===== src/rtl/acc_pkg.sv =====
// Shared encodings for the serial drum accumulator: command opcodes and
// controller states.
package acc_pkg;

  typedef enum logic [2:0] {
    HOLD  = 3'd0,
    ADD   = 3'd1,
    SUB   = 3'd2,
    LOAD  = 3'd3,
    CLEAR = 3'd4
  } acc_op_t;

  typedef enum logic [1:0] {
    IDLE  = 2'd0,
    ARMED = 2'd1,
    RUN   = 2'd2,
    DONE  = 2'd3
  } acc_state_t;

  function automatic logic op_is_arith(acc_op_t op);
    return (op == ADD) || (op == SUB);
  endfunction

endpackage


===== src/rtl/drum_track_n.sv =====
// L-bit serial delay line: the bit presented on rd_bit is the wr_bit
// written exactly L clocks earlier. Asynchronous clear empties the track.
module drum_track_n #(
  parameter int L = 58
) (
  input  logic clk,
  input  logic rst_n,
  input  logic wr_bit,
  output logic rd_bit
);

  logic [L-1:0] sr;

  always_ff @(posedge clk or negedge rst_n) begin
    if (!rst_n) begin
      sr <= '0;
    end else begin
      sr <= {wr_bit, sr[L-1:1]};
    end
  end

  assign rd_bit = sr[0];

endmodule


===== src/rtl/serial_accum.sv =====
// Bit-serial accumulator over a circulating L-bit track (LSB first). A command
// waits for frame start, runs for one full frame, then pulses done.
module serial_accum
  import acc_pkg::*;
#(
  parameter int WORD_BITS = 29,
  parameter int WORDS     = 2
) (
  input  logic                   CLOCK,
  input  logic                   rst_n,
  input  logic                   cmd_valid,
  output logic                   cmd_ready,
  input  logic [2:0]             cmd_op,
  input  logic                   din,
  output logic                   ar,
  output logic                   t1,
  output logic                   tw,
  output logic [$clog2(WORDS):0] word_idx,
  output logic                   busy,
  output logic                   done,
  output logic                   carry_out,
  output logic                   ovf,
  output logic [1:0]             dbg_state
);

  localparam int L     = WORD_BITS * WORDS;
  localparam int BIT_W = $clog2(WORD_BITS);
  localparam int WI_W  = $clog2(WORDS) + 1;

  logic [BIT_W-1:0] bit_cnt;
  logic [WI_W-1:0]  word_cnt;
  logic             last_bit, last_word, frame_end, frame_start;

  acc_state_t state, state_nxt;
  acc_op_t    op_q;
  logic       accept;
  logic       c, c_in, addend, sum, cout, wr_bit;

  // Position counter split into bit-in-word and word index; pos is implied.
  assign last_bit    = (bit_cnt == BIT_W'(WORD_BITS - 1));
  assign last_word   = (word_cnt == WI_W'(WORDS - 1));
  assign frame_end   = last_bit && last_word;
  assign frame_start = (bit_cnt == '0) && (word_cnt == '0);

  always_ff @(posedge CLOCK or negedge rst_n) begin
    if (!rst_n) begin
      bit_cnt  <= '0;
      word_cnt <= '0;
    end else if (last_bit) begin
      bit_cnt  <= '0;
      word_cnt <= last_word ? '0 : word_cnt + WI_W'(1);
    end else begin
      bit_cnt  <= bit_cnt + BIT_W'(1);
    end
  end

  // Handshake: a command transfers on a cycle where cmd_valid && cmd_ready;
  // cmd_ready is high only in IDLE, and offers made while busy are dropped.
  assign accept = cmd_valid && (state == IDLE);

  always_ff @(posedge CLOCK or negedge rst_n) begin
    if (!rst_n) begin
      state <= IDLE;
    end else begin
      state <= state_nxt;
    end
  end

  always_comb begin
    state_nxt = state;
    case (state)
      IDLE:    if (accept) state_nxt = frame_end ? RUN : ARMED;
      ARMED:   if (frame_end) state_nxt = RUN;
      RUN:     if (frame_end) state_nxt = DONE;
      DONE:    state_nxt = IDLE;
      default: state_nxt = IDLE;
    endcase
  end

  // Serial full adder; SUB adds the inverted operand with carry seeded to 1.
  always_comb begin
    c_in   = frame_start ? (op_q == SUB) : c;
    addend = (op_q == SUB) ? ~din : din;
    sum    = ar ^ addend ^ c_in;
    cout   = (ar & addend) | (c_in & (ar ^ addend));
    wr_bit = ar;
    if (state == RUN) begin
      case (op_q)
        ADD, SUB: wr_bit = sum;
        LOAD:     wr_bit = din;
        CLEAR:    wr_bit = 1'b0;
        default:  wr_bit = ar;
      endcase
    end
  end

  always_ff @(posedge CLOCK or negedge rst_n) begin
    if (!rst_n) begin
      op_q      <= HOLD;
      c         <= 1'b0;
      carry_out <= 1'b0;
      ovf       <= 1'b0;
    end else if (accept) begin
      op_q      <= acc_op_t'(cmd_op);
      c         <= 1'b0;
      carry_out <= 1'b0;
      ovf       <= 1'b0;
    end else if ((state == RUN) && op_is_arith(op_q)) begin
      c <= cout;
      if (frame_end) begin
        carry_out <= cout;
        ovf       <= c_in ^ cout;
      end
    end else begin
      c <= 1'b0;
    end
  end

  drum_track_n #(.L(L)) u_track (
    .clk    (CLOCK),
    .rst_n  (rst_n),
    .wr_bit (wr_bit),
    .rd_bit (ar)
  );

  assign cmd_ready = (state == IDLE);
  assign busy      = (state != IDLE);
  assign done      = (state == DONE);
  assign t1        = (bit_cnt == '0);
  assign tw        = last_bit;
  assign word_idx  = word_cnt;
  assign dbg_state = state;

endmodule


===== config.mk =====
export PLATFORM = sky130hd
export DESIGN_NAME = serial_accum
export DESIGN_NICKNAME = d
export VERILOG_FILES = /design/src/rtl/acc_pkg.sv /design/src/rtl/drum_track_n.sv /design/src/rtl/serial_accum.sv
export SDC_FILE = /design/constraint.sdc
export NUM_CORES = 1
export LEC_CHECK = 0
export ABC_CLOCK_PERIOD_IN_PS = 5800
export CAP_MARGIN = 20
export CORE_MARGIN = 4
export CORE_UTILIZATION = 25
export CTS_BUF_LIST = sky130_fd_sc_hd__clkbuf_8
export DETAILED_ROUTE_END_ITERATION = 16
export PLACE_DENSITY_LB_ADDON = 0.25
export SYNTH_ARGS = -nofsm -noshare
export SYNTH_HDL_FRONTEND = slang
export SYNTH_SLANG_ARGS = --single-unit
export TNS_END_PERCENT = 50

===== constraint.sdc =====
create_clock -name CLOCK -period 5.8 [get_ports CLOCK]
set_input_delay 1.16 -clock CLOCK [delete_from_list [all_inputs] [get_ports CLOCK]]
set_output_delay 1.16 -clock CLOCK [all_outputs]
set_load 0.02 [all_outputs]

* Word-level counts from Yosys, hierarchy flattened
Cells that the tools add are included.
** Cells by class
- Shift operators :: 0
- Mux-type cells :: 19
- Reductions and logical operators :: 14
- Eq/ne operators :: 12
- Divide/modulo/power cells :: 0
- Multiply operators :: 0
- Add/subtract/negate cells :: 2
- Order comparisons :: 0
- Bitwise gates (word level) :: 7
** Operators by type and width (number)
- 1-bit 2-to-1 mux :: 11
- 2-bit 2-to-1 mux :: 5
- 2-bit case mux with 4 select lines :: 1
- 3-bit by 2-bit == test with 1-bit output (second input constant) :: 2
- 2-bit nonzero test :: 3
- 5-bit by 1-bit adder with 5-bit output (second input constant) :: 1
- 5-bit == test (second input constant) :: 1
- 5-bit logical NOT :: 1
- 5-bit 2-to-1 mux :: 1
- 2-bit by 1-bit == test with 1-bit output (second input constant) :: 2
- 2-bit == test (second input constant) :: 2
- 1-bit logical AND :: 4
- 2-bit logical NOT :: 2
- 2-bit != test (second input constant) :: 2
- 3-bit by 1-bit == test with 1-bit output (second input constant) :: 1
- 3-bit == test (second input constant) :: 1
- 1-bit case mux with 3 select lines :: 1
- 3-bit AND reduction :: 1
- 1-bit XOR :: 3
- 2-bit by 1-bit adder with 2-bit output (second input constant) :: 1
- 1-bit bitwise AND :: 2
- 2-bit by 1-bit != test with 1-bit output (second input constant) :: 1
- 2-bit AND reduction :: 1
- 2-bit OR reduction :: 1
- 3 further kinds :: 3
** Storage, ports and cells
- Register bits :: 73
- Word-level logic and storage cells :: 62
- Output and inout port bits :: 12
- Memory bits (writable) :: 0
- ROM bits :: 0
- Memories kept :: 0
- Latch bits :: 0

* Logic depth before layout (Yosys ltp)
Gate-level depths: netlist of run 1.
- Depth in word-level cells :: 9
- Gate-level depth with buffers :: 10

* Hierarchy
Synthesis of run 1 repeated with hierarchy kept, for this count alone.
** Unflattened totals
- Cells, all modules :: 146
- Area total of the unflattened synthesis :: 2347.3 um^2
** Modules (own cells, without submodules)
- drum_track_n :: area an instance 1451.4 um^2, instances 1, cells each 58
- serial_accum :: area an instance 895.9 um^2, instances 1, cells each 88

* Worst setup path before layout of run 1
OpenSTA, ideal clock, no wires.
- Kind :: register -> register
- Start :: reg bit_cnt[0]
- End :: reg u_track.sr[57]
- Arrival :: 2446 ps
- Stages on the path, launching flop included :: 11
- Period minus slack after synthesis :: 2573 ps
- Data required time :: 5673 ps
- Slack :: 3227 ps
- Cell sequence :: dfrtp_1 -> inv_1 -> ha_1 -> or4b_4 -> o31a_1 -> or2_4 -> fa_1 -> mux2i_1 -> mux2i_1 -> a22oi_1 -> o21ai_0
** Between the ends
- Cells in the longest elaborated chain, start to end :: 6
** Ends and longest elaborated chain
- from (decl) :: RTL line serial_accum.sv:30 : logic [BIT_W-1:0] bit_cnt;
- from (signal assigned) :: RTL line serial_accum.sv:53 : bit_cnt <= bit_cnt + BIT_W'(1);
- 5-bit logical NOT :: RTL line serial_accum.sv:43 : assign frame_start = (bit_cnt == '0) && (word_cnt == '0);
- 1-bit logical AND :: RTL line serial_accum.sv:43
- 1-bit 2-to-1 mux :: RTL line serial_accum.sv:82 : c_in = frame_start ? (op_q == SUB) : c;
- 1-bit XOR :: RTL line serial_accum.sv:84 : sum = ar ^ addend ^ c_in;
- 1-bit case mux with 3 select lines :: RTL line serial_accum.sv:88 : case (op_q)
- 1-bit 2-to-1 mux :: RTL line serial_accum.sv:87 : if (state == RUN) begin
- net u_track.wr_bit :: RTL line drum_track_n.sv:8 : input logic wr_bit,
- to (signal assigned) :: RTL line drum_track_n.sv:18 : sr <= {wr_bit, sr[L-1:1]};
- to (decl) :: RTL line drum_track_n.sv:12 : logic [L-1:0] sr;
The timed path passes the listed nets, and every way through them passes these cells.
A chain may end at the register's enable or synchronous reset.

* Final worst setup path of run 1
- Start :: reg bit_cnt[0]
- End :: out t1
** Between the ends
- Cells in the longest elaborated chain, start to end :: 1
** Ends and longest elaborated chain
- 5-bit logical NOT :: RTL line serial_accum.sv:129 : assign t1 = (bit_cnt == '0);
- to (decl) :: RTL line serial_accum.sv:16 : output logic t1,
No other way between the ends.

==> results list, run 1 <==
* Status: completed
- Share of synthesized area spent on multiplexers: 0.02696
- Total Power: between 800 and 900 uW
- In this run the core area contains 35 standard-cell rows.
- The count of nets left with antenna violations once routing finished came out at 0.
- Shortest period the worst path allows: about 3.3 ns
- During I/O placement, the number of pins put on the boundary was 19.
- From bottom edge to top edge, the die measures between 100 and 150 um.
* Category of the worst setup path capture point: output pin
- Measured on the finished design, the core utilization comes to 0.3127.
* Average wire per standard cell: between 10 and 15 um
- Required time of the worst setup path: 4.64 ns
- In this run the register-to-register setup slack is between 2 and 3 ns.
- Category of the worst setup path launch point: flip-flop
- Crit-path most repeated cell: inv_1
- Register bit total from synthesis: 73
* Most used DFF post-synth: dfrtp_1
- In this run the worst path has a maximum fanout of 4.
* Weighted congestion reported at the end of routability-driven placement: approximately 0.69
* Hold EP: u_track.sr[20]
- The routed layout has roughly 1200 vias.
- Hold Crit Class: reg2reg
* TritonCTS buffer count: 9
- Yosys mapped the design onto 32 distinct sky130hd cell types.
- A synthesized cell averages 16.21 um^2.
- Insertion delay of the later-clocked pin in the worst-skew pair: around 0.33 ns
- Post-route DRC: 0
* Area enclosed by the die boundary: about 0.011 mm^2
* Net count after synthesis: 160
- Summed over all failing endpoints, the final setup total negative slack is 0 ns.
- Max-cap viol count: 0
* Max Clock Skew: 0.003641 ns
* Start of the worst register-to-register path: bit_cnt[0]
- The cell sitting at the root of the clock tree is a clkbuf_8.
- Number of clock sinks: 73
- Yosys warns: 0
* Share of final-layout standard cells stronger than drive strength 1: 0.1453
* Final Slew Violations: 0
- Final setup viols: 0
- The slowest stage of the critical path belongs to the cell clkdlybuf4s50_1.
- Post-Synth XOR/XNOR Area: 0.01480
* Worst r2r path cells: 10
- X dimension of the die: 105.3 um
* Hold violation total from the final report: 0
- Global routing finished with a remaining overflow of 0.
* Number of fillers in the final layout: between 900 and 1000
* Critical hold path startpoint: u_track.sr[21]
* Clock Tree Buf Depth: 2
- The analysis attributes to cell leakage a power of roughly 0.0014 uW.
* Antenna cells: 0
- Dominant combinational cell family by area after synthesis: simple AND/OR/NAND/NOR gates
- Synth Instances: between 100 and 150
* Summed instance area of the synthesized netlist: about 0.0024 mm^2
- Clock tree from TritonCTS: done
- Yosys mapped a number of flops with a built-in enable equal to 0.
- Simple logic cell fraction of the synthesized area: 0.07347
- At the pin with the least slew margin, the transition time is 0.8848 ns.
* Minimum hold slack: 0.3499 ns
- After clock tree synthesis, the clock-pin slew on the worst setup and hold paths is approximately 0.080 ns.
* H-tree depth: 3
- Unrepaired setup endpoints after global routing: false
- Reg-to-reg critical path endpoint: u_track.sr[57]
* Tcrit/Tclk final: 0.5737
- Power density over the cells: 305.6 mW/mm^2
* Synth async-reset ratio: 1.000
* Number of global-route vias before repair: 1144
- Classification of the worst setup path: reg2out
- Post-CTS timing repair inserted 0 buffers for setup.
* First-pass GRT wire length: roughly 6.1 mm
* Largest voltage drop on the vdd net: roughly 0.00016 V
* Crit path arrival time: about 2.2 ns
- For this design, the CTS-stage hold fixing added 0 buffers.
- The worst pin sits at a relative slew slack of 0.4101.
- For this run, the post-layout net count is 188.
- For this run, the slowest stage of the critical path takes about 0.59 ns.
- Entering global routing, the biggest net connects 74 pins.
- Initial core utilization: 0.2562
* Post-synthesis sequential area ratio: 0.7717
* Total routing usage reported by global routing: 0.07283
- The compound-gate portion of the synthesized area is 0.05867.
* Ordered cell list for the critical path: inv_1, ha_1, or4b_4, inv_1, clkdlybuf4s50_1
* Detailed Route WL: approximately 3.6 mm
- Buffers placed on the I/O ports in this run total 18.
* Achievable frequency: between 0.3 and 0.4 GHz
- In this run, post-CTS repair resized a total of 0 instances.
- The first detailed-routing pass ran for 4 iterations.
- Adder-cell share of the synthesized area: 0.04017
* Number of antenna violations at the first check in global routing: 0
* Floorplan Core Area: ~0.0092 mm^2
- Vias per std cell: approximately 3.7
- The worst hold path was traced through 0 stages.
- The HPWL after detailed placement is 2.195 mm.
- Area Overhead vs Synth: 22.04%
- Number of DRC markers in iteration 0: 71
==> power breakdown <==
group	internal, uW	switching (uW)	leakage [uW]
logic	4.11	10.9	0.000301
clock network	171	188	0.0000937
registers	508	0	0.000996
total	684	199	0.00139
==> state kept, by name (all words and copies together), names as in the netlist <==
signal      cells
u_track.sr     58
bit_cnt         5
op_q            3
dbg_state       2
word_idx        2
c               1
carry_out       1
ovf             1
==> critical path: cells and delay by family, from the launching register on <==
family                   cells  cell delay, ns
flip-flops                   1            0.41
AND/OR/NAND/NOR              1            0.49
adder cells (fa/ha/maj)      1            0.20
buffers and inverters        3            0.74
==> layout make-up <==
cell class	instances	area [um^2]	share of cell area
multi-input cells	64	506.7	0.1754
clock buffers	10	137.6	0.04764
flip-flops and latches	73	1827	0.6323
well taps	129	161.4	0.05587
repair buffers	19	182.7	0.06323
inverters	7	26.28	0.009095
clock inverters	6	47.55	0.01646
==> logic make-up (layout without fill, tap and decap cells) <==
logic type               after synthesis  count (layout)
AO/OA/AOI/OAI                         20              20
buffers and inverters                  9              42
flip-flops                            73              73
XOR/XNOR                               4               4
adder cells (fa/ha/maj)                7               7
multiplexers                           6               6
AND/OR/NAND/NOR                       27              27
==> layout by cell type, fill, tap and decap left out, types with 3 or more instances in the layout <==
cell type,netlist,final
inv_1,7,7
nor2b_1,3,3
inv_6,0,3
ha_1,6,6
o21ai_0,6,6
clkbuf_8,0,10
clkdlybuf4s50_1,0,17
mux2i_1,3,3
dfrtp_1,73,73
nand2_1,7,7
nor2_1,4,4
mux2_2,3,3
==> cells in the mapped netlist (3+ instances only) <==
cell	count	area [um^2]
ha_1	6	75.07
inv_1	7	26.28
dfrtp_1	73	1827
nand2_1	7	26.28
nor2_1	4	15.01
nor2b_1	3	18.77
mux2i_1	3	30.03
mux2_2	3	33.78
o21ai_0	6	30.03
==> per-layer routing <==
| metal | vias to the layer above | global-route usage | wire (um) |
|---|---|---|---|
| met3 | 2 | 0.04164 | 185 |
| met4 | 0 | 0.02530 | 22 |
| met5 | - | 0 | 0 |
| met2 | 20 | 0.08379 | 1431 |
| met1 | 582 | 0.1094 | 1979 |
| li1 | 548 | - | - |
==> how the worst max path moves through the flow <==
stage / from / end / slack [ns] / depth (start not counted)
3_5_place_dp: din / u_track.sr[57] / 2.81 / 7
3_3_place_gp: din / u_track.sr[57] / 2.76 / 7
4_1_cts: bit_cnt[0] / t1 / 2.44 / 5
2_1_floorplan: bit_cnt[0] / u_track.sr[57] / 3.23 / 10
5_1_grt: bit_cnt[0] / t1 / 2.36 / 5
6_report: bit_cnt[0] / t1 / 2.47 / 5
==> metrics by stage <==
| stage | cells | area (um^2) | setup slack (ns) |
|---|---|---|---|
| floorplan | 146 | 2367 | 3.227 |
| global placement | 292 | 2704 | 2.755 |
| detailed placement | 292 | 2704 | 2.809 |
| CTS | 308 | 2889 | 2.444 |
| global route | 308 | 2889 | 2.363 |
| finish | 308 | 2889 | 2.473 |
(Power assumes the default switching activity.)
==> inputs of run 2 (changes only) <==
ABC_CLOCK_PERIOD_IN_PS = 3000   (was 5800)
clock period = 3 ns   (was 5.8 ns; I/O delays follow)
==> run 2 against run 1 <==
Net effect:
- non-clock buffer count is 1 higher
- first-iteration DRC count fell by 52%
- critical path depth stayed put
==> results list, run 2 (synthesized netlist as in run 1, its figures left out) <==
- Uppermost layer routed: met4
- The clock-pin slew reported for the worst setup and hold paths after clock tree synthesis was 0.08 ns (about the same).
- The count of TritonRoute iterations in the first routing pass was 4 (unchanged).
- Initial core utilization: 0.2562 (unchanged)
- The maximum number of pins on one net before global-route repair is 33 (-55%).
- The core outline area is 0.009240 mm^2 (unchanged).
- The count of inserted antenna diode cells came to 0 (unchanged).
- Clock Tree Buf Depth: 2 (unchanged)
* Area enclosed by the die boundary: 0.01109 mm^2 (unchanged)
- Number of DRC markers in iteration 0: 34 (-52%)
- The maximum vdd drop was 0.0003861 V (+140%).
- Hold Crit Class: in2async
* Hold violation total from the final report: 0 (unchanged)
- In this run the critical register-to-register path is captured at u_track.sr[57].
- Setup slack of the worst register-to-register path: 0.24 ns (-2.71 ns)
- The run finished with clean final reports.
* Flip-flop count of the largest register after layout: 58 (unchanged)
- The library cells used most frequently in the layout, excluding fill and tap cells, are dfrtp_1, clkdlybuf4s50_1, clkbuf_8, inv_1, nand2_1.
- The die outline height is 105.3 um (unchanged).
- Unrepaired setup endpoints after global routing: false
- Relative to the synthesized area, the layout overhead comes to 26.06%.
- TritonCTS built the clock tree.
* Number of placement rows: 35 (unchanged)
- Cts repair resizes: 0 (unchanged)
- The total wire length after detailed routing is 3.676 mm (+1.6%).
- The total vias in the final route is 1179 (+2.3%).
* Max Clock Skew: 0.003275 ns (-0.0003657 ns)
- The depth of the worst register-to-register path was 10 (unchanged).
* Start of the worst register-to-register path: bit_cnt[0]
- Number of antenna violations at the first check in global routing: 0 (unchanged)
- The share of post-route cells with drive strength above 1 is 0.1500 (+0.004749).
* TritonCTS buffer count: 9 (unchanged)
- The number of nets at the end of the flow was 189 (+0.53%).
- X dimension of the die: 105.3 um (unchanged)
- The insertion delay to the later sink of the worst-skew pair came to 0.33 ns (about the same).
- Leakage power: 0.001438 uW (+3.4%)
* Crit path arrival time: 2.21 ns (+0.04 ns)
* Buffer type at the clock tree root: clkbuf_8
* Final TNS setup: 0 ns (unchanged)
- The amount of wire on met3 after detailed routing came to 203 um (+9.7%).
- DRT antenna net count: 0 (unchanged)
* Category of the worst setup path capture point: output pin
- The final weighted congestion of routability-driven global placement came to 0.7254 (+4.5%).
- The met2 routed wirelength was 1.536 mm (+7.3%).
- The number of global-route vias before repair is 1188 (+3.8%).
- Critical path startpoint: bit_cnt[0]
* GR Overflow Total: 0 (unchanged)
- Total routing usage reported by global routing: 0.07413 (+0.001298)
- Worst Setup EP: t1
* Port bufs: 18 (unchanged)
- Achievable frequency: between 0.3 and 0.4 GHz
- Final setup viols: 0 (unchanged)
* HPWL after DPL: 2.325 mm (+5.9%)
- Minimum hold slack: 0.2896 ns (-0.06028 ns)
* Power density over the cells: 679.2 mW/mm^2 (+120%)
* Number of buffers inserted for hold repair after clock tree synthesis: 0 (unchanged)
- Average wire per standard cell: 11.90 um (+1.3%)
- Category of the worst setup path launch point: flip-flop
* Most common cell after layout, fill and taps aside: dfrtp_1
- Final Slew Violations: 0 (unchanged)
* Slew at the pin with the worst max-slew slack: 0.6493 ns (-0.2355 ns)
- The deepest level of the CTS H-tree is 3 (unchanged).
- The smallest clock period supported by the final layout is computed as 2.810 ns.
* Registers with the most flip-flops: u_track.sr x58, bit_cnt x5, op_q x3
- Maximum fanout count along the critical path: 4 (unchanged)
- The required time at the endpoint of the critical path came to 2.40 ns (-2.24 ns).
* Met1 Wirelength: 1.901 mm (-3.9%)
- Largest Register: u_track.sr
- Top-Level Pins: 19 (unchanged)
- The count of max-cap constraint violations came to 0 (unchanged).
- Number of clock sinks: 73 (unchanged)
- The number of buffers inserted by post-CTS setup repair is 0 (unchanged).
* Post-route DRC: 0 (unchanged)
* Vias per std cell: 3.816 (+2.0%)
- The worst-case headroom to the max-slew limit came to 0.5671 (+0.1570).
- Classification of the worst setup path: reg2out
* First-pass GRT wire length: 6.258 mm (+2.1%)
- Tcrit/Tclk final: 0.9367
==> run 2: where the power goes <==
part / switching, uW / total [uW] / leakage [uW] / internal, uW
sequential: 0 / 983 / 0.000996 / 983
clock: 367 / 1010 / 0.000136 / 646
combinational: 21.3 / 30.2 / 0.000306 / 8.87
==> run 2: area by class of cell <==
| class | instances | area, um^2 |
|---|---|---|
| inverters | 7 | 26.28 |
| clock inverters | 7 | 148.9 |
| clock buffers | 9 | 123.9 |
| multi-input cells | 64 | 506.7 |
| flip-flops and latches | 73 | 1827 |
| fillers | 914 | 6256 |
| repair buffers | 20 | 190.2 |
| well taps | 129 | 161.4 |
==> run 2: metrics by stage <==
stage / utilization / total power (uW) / area (um^2) / worst slack [ns] / cells
after global routing: 0.3230 / 2114 / 2984 / 0.04517 / 309
after detailed placement: 0.2934 / 1035 / 2711 / 0.2716 / 293
after global placement: 0.2934 / 1035 / 2711 / 0.3175 / 293
after CTS: 0.3230 / 2060 / 2984 / 0.1636 / 309
after floorplan: - / 1005 / 2367 / 0.4272 / 146
final: 0.3230 / 2027 / 2984 / 0.1898 / 309
==> run 2: worst min-delay path by stage <==
| stage | startpoint | endpoint | slack (ns) | cells after the start |
|---|---|---|---|---|
| finish | rst_n | u_track.sr[15] | 0.29 | 1 |
| global route | rst_n | u_track.sr[15] | 0.33 | 1 |
| CTS | rst_n | bit_cnt[4] | 0.30 | 1 |
| detailed placement | u_track.sr[35] | u_track.sr[34] | 0.33 | 0 |
| global placement | u_track.sr[43] | u_track.sr[42] | 0.33 | 0 |
| floorplan | rst_n | bit_cnt[0] | 0.30 | 0 |
==> run 2: critical path, stage by stage (launching register included) <==
cell and delay, ns:
dfrtp_1 0.41, inv_1 0.08, ha_1 0.20, or4b_4 0.50, inv_1 0.08, clkdlybuf4s50_1 0.60
==> run 2: per-layer routing <==
metal,up-vias,track usage
met5,-,0
met4,0,0.03374
met3,4,0.03735
met2,23,0.09244
met1,597,0.1050
li1,555,-
